`src/rtl/lift_pkg.sv`:
```
// Shared encodings for the SCAN lift controller: request kinds, motion codes,
// FSM states and travel direction.
package lift_pkg;

    typedef enum logic [1:0] {
        KIND_CAR  = 2'b00,
        KIND_UP   = 2'b01,
        KIND_DOWN = 2'b10,
        KIND_RSVD = 2'b11
    } req_kind_t;

    typedef enum logic [1:0] {
        MOT_UP   = 2'b00,
        MOT_DOWN = 2'b01,
        MOT_STAY = 2'b10
    } motion_t;

    typedef enum logic [1:0] {
        ST_IDLE,
        ST_MOVE,
        ST_DOOR
    } state_t;

    localparam logic DIR_UP   = 1'b0;
    localparam logic DIR_DOWN = 1'b1;

endpackage

```
`src/rtl/lift_call_reg.sv`:
```
// Up, down and car call vectors with set/clear, plus the floor-relative
// reduction flags the SCAN controller decides on.
module lift_call_reg
    import lift_pkg::*;
#(
    parameter int NUM_FLOORS = 8,
    parameter int FLOOR_W    = $clog2(NUM_FLOORS)
) (
    input  logic                  clk,
    input  logic                  rst_n,
    input  logic                  set_en,
    input  logic [1:0]            set_kind,
    input  logic [FLOOR_W-1:0]    set_floor,
    input  logic                  clr_en,
    input  logic [FLOOR_W-1:0]    clr_floor,
    input  logic                  clr_dir,
    input  logic                  clr_opp,
    input  logic [FLOOR_W-1:0]    q_floor,
    input  logic                  q_dir,
    output logic                  car_at,
    output logic                  same_at,
    output logic                  opp_at,
    output logic                  ahead,
    output logic                  behind,
    output logic [NUM_FLOORS-1:0] pending
);

    logic [NUM_FLOORS-1:0] car_q, up_q, dn_q;
    logic [NUM_FLOORS-1:0] set_car, set_up, set_dn;
    logic [NUM_FLOORS-1:0] clr_car, clr_up, clr_dn;
    logic [NUM_FLOORS-1:0] above_m, below_m, at_m;

    always_comb begin
        set_car = '0;
        set_up  = '0;
        set_dn  = '0;
        clr_car = '0;
        clr_up  = '0;
        clr_dn  = '0;
        above_m = '0;
        below_m = '0;
        at_m    = '0;
        for (int i = 0; i < NUM_FLOORS; i++) begin
            if (set_en && int'(set_floor) == i) begin
                set_car[i] = (set_kind == KIND_CAR);
                set_up[i]  = (set_kind == KIND_UP);
                set_dn[i]  = (set_kind == KIND_DOWN);
            end
            if (clr_en && int'(clr_floor) == i) begin
                clr_car[i] = 1'b1;
                clr_up[i]  = (clr_dir == DIR_UP) || clr_opp;
                clr_dn[i]  = (clr_dir == DIR_DOWN) || clr_opp;
            end
            above_m[i] = (i > int'(q_floor));
            below_m[i] = (i < int'(q_floor));
            at_m[i]    = (i == int'(q_floor));
        end
    end

    // Clear is applied after set so a serviced bit cannot be re-latched on the same edge.
    always_ff @(posedge clk) begin
        if (!rst_n) begin
            car_q <= '0;
            up_q  <= '0;
            dn_q  <= '0;
        end else begin
            car_q <= (car_q | set_car) & ~clr_car;
            up_q  <= (up_q  | set_up)  & ~clr_up;
            dn_q  <= (dn_q  | set_dn)  & ~clr_dn;
        end
    end

    assign pending = car_q | up_q | dn_q;
    assign car_at  = |(car_q & at_m);
    assign same_at = |(((q_dir == DIR_UP) ? up_q : dn_q) & at_m);
    assign opp_at  = |(((q_dir == DIR_UP) ? dn_q : up_q) & at_m);
    assign ahead   = |(pending & ((q_dir == DIR_UP) ? above_m : below_m));
    assign behind  = |(pending & ((q_dir == DIR_UP) ? below_m : above_m));

endmodule

```
`src/rtl/lift_scan_ctrl.sv`:
```
// N-floor SCAN elevator controller: latches calls, sweeps in one direction
// while calls lie ahead, and times travel per floor and door dwell.
//   state | meaning
//   IDLE  | parked, door closed, waiting for a call
//   MOVE  | travelling one floor per TRAVEL_CYC cycles in dir
//   DOOR  | door open at cur_floor for DOOR_CYC cycles
module lift_scan_ctrl
    import lift_pkg::*;
#(
    parameter int NUM_FLOORS = 8,
    parameter int FLOOR_W    = $clog2(NUM_FLOORS),
    parameter int TRAVEL_CYC = 4,
    parameter int DOOR_CYC   = 3
) (
    input  logic                  clk,
    input  logic                  rst_n,
    input  logic                  req_valid,
    output logic                  req_ready,
    input  logic [FLOOR_W-1:0]    req_floor,
    input  logic [1:0]            req_kind,
    output logic                  req_err,
    output logic [1:0]            dout,
    output logic [FLOOR_W-1:0]    cur_floor,
    output logic                  door_open,
    output logic                  idle,
    output logic [NUM_FLOORS-1:0] pending
);

    localparam int TW = (TRAVEL_CYC > 1) ? $clog2(TRAVEL_CYC) : 1;
    localparam int DW = (DOOR_CYC > 1) ? $clog2(DOOR_CYC) : 1;
    localparam logic [TW-1:0] TRAVEL_LOAD = TW'(TRAVEL_CYC - 1);
    localparam logic [DW-1:0] DOOR_LOAD   = DW'(DOOR_CYC - 1);

    state_t             state_q, state_d;
    logic               dir_q, dir_d;
    logic [FLOOR_W-1:0] floor_q, floor_d, step_floor, q_floor;
    logic [TW-1:0]      tcnt_q, tcnt_d;
    logic [DW-1:0]      dcnt_q, dcnt_d;
    logic               err_q;
    logic               req_bad, req_hit, set_en, clr_en, clr_opp;
    logic               last_step, at_edge, stop;
    logic               car_at, same_at, opp_at, ahead, behind;

    assign req_bad = req_valid &&
                     (int'(req_floor) >= NUM_FLOORS || req_kind == KIND_RSVD ||
                      (req_kind == KIND_UP && int'(req_floor) == NUM_FLOORS - 1) ||
                      (req_kind == KIND_DOWN && req_floor == '0));

    // A call the open door is already serving only extends the dwell.
    assign req_hit = req_valid && !req_bad && state_q == ST_DOOR && req_floor == floor_q &&
                     (req_kind == KIND_CAR ||
                      (req_kind == KIND_UP && dir_q == DIR_UP) ||
                      (req_kind == KIND_DOWN && dir_q == DIR_DOWN));
    assign set_en  = req_valid && !req_bad && !req_hit;

    assign step_floor = (dir_q == DIR_UP) ? floor_q + FLOOR_W'(1) : floor_q - FLOOR_W'(1);
    assign last_step  = (state_q == ST_MOVE) && (tcnt_q == '0);
    assign q_floor    = last_step ? step_floor : floor_q;
    assign at_edge    = (dir_q == DIR_UP) ? (int'(step_floor) == NUM_FLOORS - 1)
                                          : (step_floor == '0);
    assign stop       = car_at || same_at || (!ahead && opp_at) || at_edge;

    lift_call_reg #(
        .NUM_FLOORS (NUM_FLOORS),
        .FLOOR_W    (FLOOR_W)
    ) u_calls (
        .clk       (clk),
        .rst_n     (rst_n),
        .set_en    (set_en),
        .set_kind  (req_kind),
        .set_floor (req_floor),
        .clr_en    (clr_en),
        .clr_floor (q_floor),
        .clr_dir   (dir_q),
        .clr_opp   (clr_opp),
        .q_floor   (q_floor),
        .q_dir     (dir_q),
        .car_at    (car_at),
        .same_at   (same_at),
        .opp_at    (opp_at),
        .ahead     (ahead),
        .behind    (behind),
        .pending   (pending)
    );

    always_comb begin
        state_d = state_q;
        dir_d   = dir_q;
        floor_d = floor_q;
        tcnt_d  = tcnt_q;
        dcnt_d  = dcnt_q;
        clr_en  = 1'b0;
        clr_opp = 1'b0;
        case (state_q)
            ST_IDLE: begin
                if (car_at || same_at || opp_at) begin
                    state_d = ST_DOOR;
                    dcnt_d  = DOOR_LOAD;
                    clr_en  = 1'b1;
                    clr_opp = !ahead;
                    if (!ahead) dir_d = ~dir_q;
                end else if (ahead || behind) begin
                    state_d = ST_MOVE;
                    tcnt_d  = TRAVEL_LOAD;
                    if (!ahead) dir_d = ~dir_q;
                end
            end
            ST_MOVE: begin
                if (tcnt_q == '0) begin
                    floor_d = step_floor;
                    if (stop) begin
                        state_d = ST_DOOR;
                        dcnt_d  = DOOR_LOAD;
                        clr_en  = 1'b1;
                        clr_opp = !ahead;
                        if (!ahead) dir_d = ~dir_q;
                    end else begin
                        tcnt_d = TRAVEL_LOAD;
                    end
                end else begin
                    tcnt_d = tcnt_q - TW'(1);
                end
            end
            ST_DOOR: begin
                if (req_hit) begin
                    dcnt_d = DOOR_LOAD;
                end else if (dcnt_q == '0) begin
                    if (ahead) begin
                        state_d = ST_MOVE;
                        tcnt_d  = TRAVEL_LOAD;
                    end else if (behind) begin
                        state_d = ST_MOVE;
                        tcnt_d  = TRAVEL_LOAD;
                        dir_d   = ~dir_q;
                    end else begin
                        state_d = ST_IDLE;
                    end
                end else begin
                    dcnt_d = dcnt_q - DW'(1);
                end
            end
            default: state_d = ST_IDLE;
        endcase
    end

    always_ff @(posedge clk) begin
        if (!rst_n) begin
            state_q <= ST_IDLE;
            dir_q   <= DIR_UP;
            floor_q <= '0;
            tcnt_q  <= '0;
            dcnt_q  <= '0;
            err_q   <= 1'b0;
        end else begin
            state_q <= state_d;
            dir_q   <= dir_d;
            floor_q <= floor_d;
            tcnt_q  <= tcnt_d;
            dcnt_q  <= dcnt_d;
            err_q   <= req_bad;
        end
    end

    assign req_ready = 1'b1;
    assign req_err   = err_q;
    assign cur_floor = floor_q;
    assign door_open = (state_q == ST_DOOR);
    assign idle      = (state_q == ST_IDLE) && (pending == '0);
    assign dout      = (state_q != ST_MOVE) ? MOT_STAY : ((dir_q == DIR_UP) ? MOT_UP : MOT_DOWN);

endmodule

```
`config.mk`:
```
export PLATFORM = sky130hd
export DESIGN_NAME = lift_scan_ctrl
export DESIGN_NICKNAME = d
export VERILOG_FILES = /design/src/rtl/lift_pkg.sv /design/src/rtl/lift_call_reg.sv /design/src/rtl/lift_scan_ctrl.sv
export SDC_FILE = /design/constraint.sdc
export NUM_CORES = 1
export LEC_CHECK = 0
export BUFFER_PORTS_ARGS = -buffer_cell sky130_fd_sc_hd__clkbuf_2
export CORE_MARGIN = 2
export CORE_UTILIZATION = 28
export DETAILED_ROUTE_END_ITERATION = 10
export GPL_ROUTABILITY_DRIVEN = 0
export PLACE_DENSITY = 0.5
export SYNTH_ARGS = -nofsm -noshare
export SYNTH_HDL_FRONTEND = slang
export SYNTH_SLANG_ARGS = --single-unit
```
`constraint.sdc`:
```
create_clock -name clk -period 5.1 [get_ports clk]
set_clock_uncertainty 0.1 [all_clocks]
set_input_delay 1.02 -clock clk [delete_from_list [all_inputs] [get_ports clk]]
set_output_delay 1.02 -clock clk [all_outputs]
set_load 0.02 [all_outputs]
```
==> summary.md, run 1 <==
| Metric | Value |
|---|---|
| Outcome | `finished, final reports clean` |
| Ys Warns | `0` |
| DRC | `0` |
| Final HPWL DP | `between 6000 and 7000 um` |
| Fmax | `between 200 and 250 MHz` |
| Cell Area, Synth | `2650 um2` |
| Postcts setup bufs | `0` |
| Hold_buf cts | `0` |
| Die W | `just over 100 um` |
| Cells after Synth | `approximately 350` |
| Critical path endpoint category | `flip-flop` |
| R2r setup slk | `0.75 ns` |
| First-pass GRT wire length | `approximately 13,000 um` |
| Floorplan row count | `35` |
| FF+latch count, synth | `35` |
| Hold Violations, Final | `0` |
| Final std cells w/o fill | `475` |
| Mean post-synth cell area | `between 7 and 8 um2` |
| Total gr overflow | `0` |
| Commonest non-fill, non-tap cell in the layout | `dfxtp_1` |
| Register area share after synthesis | `0.264` |
| Worst hold path type | `flip-flop to flip-flop` |
| Clock buffer depth | `2` |
| Reg clk slew, reported paths | `approximately 0.080 ns` |
| Via count | `2,698` |
| Hold endpoint | `u_calls.up_q[7]$_SDFF_PN0_` |
| Antenna violations before repair | `0` |
| Setup violators final | `0` |
| Critical path arrival | `between 4 and 5 ns` |
| Syn nets | `roughly 370` |
| Max VDD drop | `around 0.00015 V` |
| First drt pass iteration count | `5` |
| RR Endpoint | `u_calls.dn_q[0]$_SDFF_PN0_` |
| CP Launch Type | `flip-flop` |
| Placed insts | `~470` |
| Rel. slew slack | `0.288` |
| Max-slew violations | `0` |
| Pwr Density | `~420 nW/um2` |
| Leakage Power | `1.14 nW` |
| Global router's overall resource usage | `0.167` |
| PortBufs | `23` |
| RR Startpoint | `cur_floor[0]$_SDFFE_PN0P_` |
| Hold Startpoint | `u_calls.up_q[7]$_SDFF_PN0_` |
| Max FO, Critical Path | `24` |
| Setup CP Type | `flip-flop to flip-flop` |
| Num CTS Buffers | `5` |
| Actual slew at the worst max-slew pin | `1.06 ns` |
| Syn-to-layout area delta | `9.20%` |
| DIE AREA | `10,300 um2` |
| Die height | `101 um` |
| Synth area leader | `dfxtp_1` |
| Fraction of registers with async set or reset after synthesis | `0` |
| Routed WL | `8350 um` |
| Hold path cells | `2` |
| Routed vias/inst | `5.68` |
| Top FF cell, synth | `dfxtp_1` |
| Initial Util | `0.288` |
| Core Box Area | `roughly 9200 um2` |
| Clock Root Buffer | `clkbuf_8` |
| Routed Antenna Nets | `0` |
| N_diodes | `0` |
| Clk_lat worst skew | `around 0.29 ns` |
| Max-Cap Viols | `0` |
| Setup TNS | `0 ns` |
| Final Net Count | `between 300 and 400` |
| Fin crit share | `0.853` |
| Commonest cells after routing, fill and taps aside | `dfxtp_1, o21ai_0, nand2_1` |
| Post-DR wirelength/cell | `~18 um` |
| Vias in the first global route | `roughly 2,600` |
| CTS tree | `yes` |
| Clock Sinks | `35` |
| Synth top area share | `0.264` |
| Library cells used by synthesis | `around 60` |
| Synth top area cells | `dfxtp_1, o21ai_0, mux2i_1` |
| RSZ-0062 raised after global routing | `no` |
| Largest net degree at the start of global routing | `40` |
| Min Tclk post-route | `4.35 ns` |
| Reg2Reg Depth | `10` |
| H-tree depth | `2` |
| Post-cts sizing count | `0` |
| Layout cells sized above 1 | `0.137` |
| Starting DRT DRC Count | `150` |
| Post-synth EDFFs | `0` |
| Boundary pin count | `25` |
| Worst EP required | `slightly above 5 ns` |
-- per-layer routing --
metal,track usage,vias to the layer above,wire [um]
met4,0.0644,0,225
li1,-,1312,-
met3,0.0297,12,343
met1,0.221,1308,3980
met2,0.268,66,3800
met5,0,-,0
-- power breakdown --
part | internal (mW) | leakage, nW | total (mW) | switching (mW)
clock network | 0.0960 | 0.0422 | 0.197 | 0.101
logic | 0.239 | 0.812 | 0.690 | 0.452
registers | 0.302 | 0.284 | 0.343 | 0.0414
-- worst max-delay path by stage --
stage,from,to
final,cur_floor[0]$_SDFFE_PN0P_,u_calls.dn_q[0]$_SDFF_PN0_
after global routing,cur_floor[0]$_SDFFE_PN0P_,u_calls.dn_q[0]$_SDFF_PN0_
after CTS,cur_floor[0]$_SDFFE_PN0P_,u_calls.dn_q[0]$_SDFF_PN0_
after detailed placement,cur_floor[0]$_SDFFE_PN0P_,u_calls.dn_q[0]$_SDFF_PN0_
after global placement,cur_floor[0]$_SDFFE_PN0P_,u_calls.dn_q[0]$_SDFF_PN0_
after floorplan,u_calls.up_q[1]$_SDFF_PN0_,idle
-- layout make-up --
class,count,area (um2)
clock inverter,1,5.00
inverter,14,52.6
fill,999,6300
timing repair buffer,27,145
clock buffer,7,76.3
multi-input combinational,280,1780
tap,111,139
sequential,35,701
-- Yosys cell counts, types with 8 or more instances --
cell type and instances:
and2_1 8, nor3_1 20, nand2_1 29, a31oi_1 18, nand2b_1 8, nor2_1 27, a21oi_1 14, clkbuf_1 13
inv_1 14, nand3_1 15, o21ai_0 33, dfxtp_1 35, mux2i_1 12
-- sequential cells by signal, indices dropped and copies added (netlist names) --
register and count:
tcnt_q 2, dir_q 1, state_q 2, u_calls.car_q 8, u_calls.up_q 8, dcnt_q 2, cur_floor 3, u_calls.dn_q 8
req_err 1
-- kinds of logic after synthesis --
logic type      Yosys count  synth area share
simple gates            135             0.255
compound gates          109             0.267
buf+inv                  39            0.0656
flops                    35             0.264
mux                      20            0.0863
xor+xnor                  9            0.0297
fa+ha+maj                 6            0.0311
other cells               1           0.00141
-- worst max-delay path, stage by stage (launching register included) --
cell and delay, ns:
dfxtp_1 0.45, fa_1 0.59, xnor2_1 0.46, nor3_2 0.14, nor2_1 0.84, o311a_1 0.29, a211oi_2 0.08, nand3_1 0.10
o21ai_1 0.08, a21oi_2 0.83, a41oi_1 0.20
-- metrics by stage --
step	setup WS, ns	utilization	area (um2)	power (mW)	hold WS, ns
floorplan	1.79	-	2650	0.865	0.327
global placement	0.875	0.306	2820	1.03	0.344
global route	0.427	0.315	2900	1.32	0.395
CTS	0.765	0.315	2900	1.23	0.361
detailed placement	0.782	0.306	2820	1.03	0.352
finish	0.749	0.315	2900	1.23	0.359
No activity file was read; power rests on OpenSTA's default activity.
==> run 2, diff against run 1 <==
- CTS_CLUSTER_DIAMETER: unset -> 30
- SYNTH_HIERARCHICAL: unset -> 1
==> run 2 against run 1 <==
Against the previous run: register-to-register slack lost 0.17 ns; utilization grew 1.2 points; synthesized area shrank 11%; sequential share of layout area grew 1.9 points; clock power grew 2%; design area shrank 7.3%; global-route usage shrank 1.1 points; non-clock buffer count grew 2; count of clock-buffer cells in the layout shrank 2; combinational power shrank 29%; die area shrank 10%; critical path depth grew 4.
==> summary.md, run 2 <==
| Metric | Value |
|---|---|
| Cells after Synth | `312 (-12%)` |
| Clock Root Buffer | `clkbuf_8` |
| N_diodes | `0 (unchanged)` |
| Worst EP required | `5.19 ns (+0.08 ns)` |
| Hold Violations, Final | `0 (unchanged)` |
| Commonest cells after routing, fill and taps aside | `nor2_1, dfxtp_1, o21ai_0` |
| Pwr Density | `376 nW/um2 (-12%)` |
| Outcome | `finished, final reports clean` |
| Register area share after synthesis | `0.296 (+0.0320)` |
| Library cells used by synthesis | `52 (-15%)` |
| Switching pwr | `0.436 mW (-27%)` |
| Final HPWL DP | `5060 um (-17%)` |
| Post-cts sizing count | `0 (unchanged)` |
| Die W | `95.9 um (-5.3%)` |
| Clock buffer depth | `2 (unchanged)` |
| Largest net degree at the start of global routing | `36 (-10%)` |
| Routed WL | `6770 um (-19%)` |
| PortBufs | `23 (unchanged)` |
| Clk_lat worst skew | `0.29 ns (about the same)` |
| Boundary pin count | `25 (unchanged)` |
| Design Power | `1.01 mW (-18%)` |
| Logic pwr share | `0.484 (-0.077)` |
| Hold Startpoint | `dcnt_q[1]$_SDFFE_PN0P_` |
| Num CTS Buffers | `5 (unchanged)` |
| Actual slew at the worst max-slew pin | `1.08 ns (+0.0184 ns)` |
| Seq pwr share | `0.317 (+0.038)` |
| Setup CP Type | `flip-flop to flip-flop` |
| Vias in the first global route | `2,090 (-18%)` |
| Final Net Count | `348 (-7.7%)` |
| CTS tree | `yes` |
| Setup violators final | `0 (unchanged)` |
| Hold path cells | `2 (unchanged)` |
| Max-slew violations | `0 (unchanged)` |
| Routed vias/inst | `5.21 (-8.4%)` |
| Util after Layout | `0.327 (+0.0117)` |
| Critical path arrival | `4.61 ns (+0.25 ns)` |
| Top cells by count, synth | `nor2_1, dfxtp_1, o21ai_0` |
| Floorplan row count | `33 (-5.7%)` |
| Hold_buf cts | `0 (unchanged)` |
| Core Box Area | `8220 um2 (-11%)` |
| Via count | `2,285 (-15%)` |
| Cell Area, Synth | `2370 um2 (-11%)` |
| Commonest non-fill, non-tap cell in the layout | `nor2_1` |
| Setup TNS | `0 ns (unchanged)` |
| Synth top area cells | `dfxtp_1, nor2_1, o21ai_0` |
| H-tree depth | `2 (unchanged)` |
| Fraction of registers with async set or reset after synthesis | `0 (unchanged)` |
| Part of the power in the clock network | `0.199 (+0.039)` |
| Antenna violations before repair | `0 (unchanged)` |
| Syn nets | `326 (-11%)` |
| Top FF cell, synth | `dfxtp_1` |
| DIE AREA | `9200 um2 (-10%)` |
| Int Power | `0.573 mW (-9.9%)` |
| Initial Util | `0.288 (-0.000480)` |
| First-pass GRT wire length | `10,900 um (-19%)` |
| Syn-to-layout area delta | `13.4%` |
| R2r setup slk | `0.58 ns (-0.17 ns)` |
| DRC | `0 (unchanged)` |
| Worst hold path type | `flip-flop to flip-flop` |
| Leading registers by flop count | `u_calls/car_q x8, u_calls/dn_q x8, u_calls/up_q x8` |
| RR Endpoint | `u_calls/up_q[5]$_SDFF_PN0_` |
| Starting DRT DRC Count | `177 (+18%)` |
| Post-DR wirelength/cell | `15.4 um (-12%)` |
| Synth area leader | `dfxtp_1` |
| RR Startpoint | `state_q[0]$_SDFFE_PN0P_` |
| CP Launch Type | `flip-flop` |
| Rel. slew slack | `0.278 (-0.00973)` |
| Reg clk slew, reported paths | `0.08 ns (about the same)` |
| FF+latch count, synth | `35 (unchanged)` |
| Mean post-synth cell area | `7.58 um2 (+1.2%)` |
| Leakage Power | `1.08 nW (-5.1%)` |
| Routed Antenna Nets | `0 (unchanged)` |
| Die height | `95.9 um (-5.3%)` |
| Global router's overall resource usage | `0.156 (-0.0110)` |
| Clock Sinks | `35 (unchanged)` |
| Sw frac | `0.432 (-0.0510)` |
| First drt pass iteration count | `4 (-1)` |
| Ys Warns | `6 (+6)` |
| RSZ-0062 raised after global routing | `no` |
| Max FO, Critical Path | `26 (+8.3%)` |
| Synth top area share | `0.296 (+0.0320)` |
| Reg2Reg Depth | `14 (+4)` |
| Total gr overflow | `0 (unchanged)` |
| Fin crit share | `0.886 (+0.0326)` |
| Fmax | `221 MHz (-3.7%)` |
| Min Tclk post-route | `4.52 ns (+0.166 ns)` |
| Post-synth EDFFs | `0 (unchanged)` |
| Max-Cap Viols | `0 (unchanged)` |
| Hold slack final | `0.388 ns (+0.0295 ns)` |
| Most common cell in the netlist | `nor2_1` |
| Layout cells sized above 1 | `0.150 (+0.0123)` |
| Hold endpoint | `dcnt_q[1]$_SDFFE_PN0P_` |
| Critical path endpoint category | `flip-flop` |
| Max VDD drop | `0.000111 V (-28%)` |
| Postcts setup bufs | `0 (unchanged)` |
-- run 2: changes by cell type after synthesis, moves of 6 or more --
| cell | change |
|---|---|
| mux2i_1 | -8 |
| nor2_1 | +16 |
| mux4_2 | +6 |
| a21oi_1 | +16 |
| a31oi_1 | -14 |
| nor3_1 | -9 |
-- run 2: power groups by stage --
| stage | clock [mW] | combinational, mW | sequential (mW) |
|---|---|---|---|
| 2_1_floorplan | 0 | 0.357 | 0.331 |
| 3_3_place_gp | 0 | 0.487 | 0.325 |
| 3_5_place_dp | 0 | 0.486 | 0.326 |
| 4_1_cts | 0.205 | 0.490 | 0.320 |
| 5_1_grt | 0.218 | 0.542 | 0.324 |
| 6_report | 0.201 | 0.488 | 0.320 |
-- run 2: final cells by class --
| cell class | count | area (um2) |
|---|---|---|
| Clock buffer | 5 | 68.8 |
| Clock inverter | 2 | 13.8 |
| Timing Repair Buffer | 29 | 160 |
| Tap cell | 105 | 131 |
| Multi-Input combinational cell | 244 | 1540 |
| Sequential cell | 35 | 701 |
| Inverter | 19 | 71.3 |
| Fill cell | 887 | 5530 |
-- run 2: per-layer routing --
layer  share of wire  up-vias  wire length, um  track usage
met4          0.0086        0               58       0.0298
met1            0.49     1081             3350        0.219
met3           0.046        4              310       0.0337
li1                -     1145                -            -
met5               0        -                0            0
met2            0.45       55             3060        0.246
-- run 2: logic make-up after synthesis --
group | Yosys count | share of synthesized area
and+or+nand+nor | 130 | 0.270
AOI/OAI and AO/OA | 88 | 0.227
DFF | 35 | 0.296
buffers and inverters | 33 | 0.0619
muxes | 11 | 0.0788
adders and majority gates | 7 | 0.0391
xor gates and xnor gates | 7 | 0.0259
other | 1 | 0.00158
-- run 2: how the worst max path moves through the flow --
stage	slack, ns	cells after the start	from	endpoint
6_report	0.58	14	state_q[0]$_SDFFE_PN0P_	u_calls/up_q[5]$_SDFF_PN0_
5_1_grt	0.11	14	state_q[0]$_SDFFE_PN0P_	u_calls/up_q[5]$_SDFF_PN0_
3_3_place_gp	0.77	11	cur_floor[0]$_SDFFE_PN0P_	tcnt_q[1]$_SDFFE_PN0P_
4_1_cts	0.64	14	cur_floor[0]$_SDFFE_PN0P_	u_calls/up_q[5]$_SDFF_PN0_
2_1_floorplan	1.0	16	cur_floor[0]$_SDFFE_PN0P_	u_calls/up_q[5]$_SDFF_PN0_
3_5_place_dp	0.68	14	cur_floor[0]$_SDFFE_PN0P_	u_calls/dn_q[4]$_SDFF_PN0_
-- run 2: stage by stage --
step	instances	worst slack, ns	instance area (um2)
CTS	439	0.640	2680
global route	439	0.115	2680
finish	439	0.583	2680
detailed placement	432	0.684	2600
floorplan	312	0.999	2370
global placement	432	0.769	2600
-- run 2: worst max-delay path, cell delays in order (launching register included) --
cell and delay [ns]:
dfxtp_1 0.45, nor2b_1 0.38, nand2_1 0.23, o21ai_2 0.88
inv_1 0.29, nand2_1 0.13, o2111ai_1 0.12, a21oi_1 0.19
nand3_1 0.17, o221ai_1 0.28, a32o_1 0.39, nor2b_1 0.36
nand3_1 0.17, o21ai_0 0.20, nor2_1 0.05
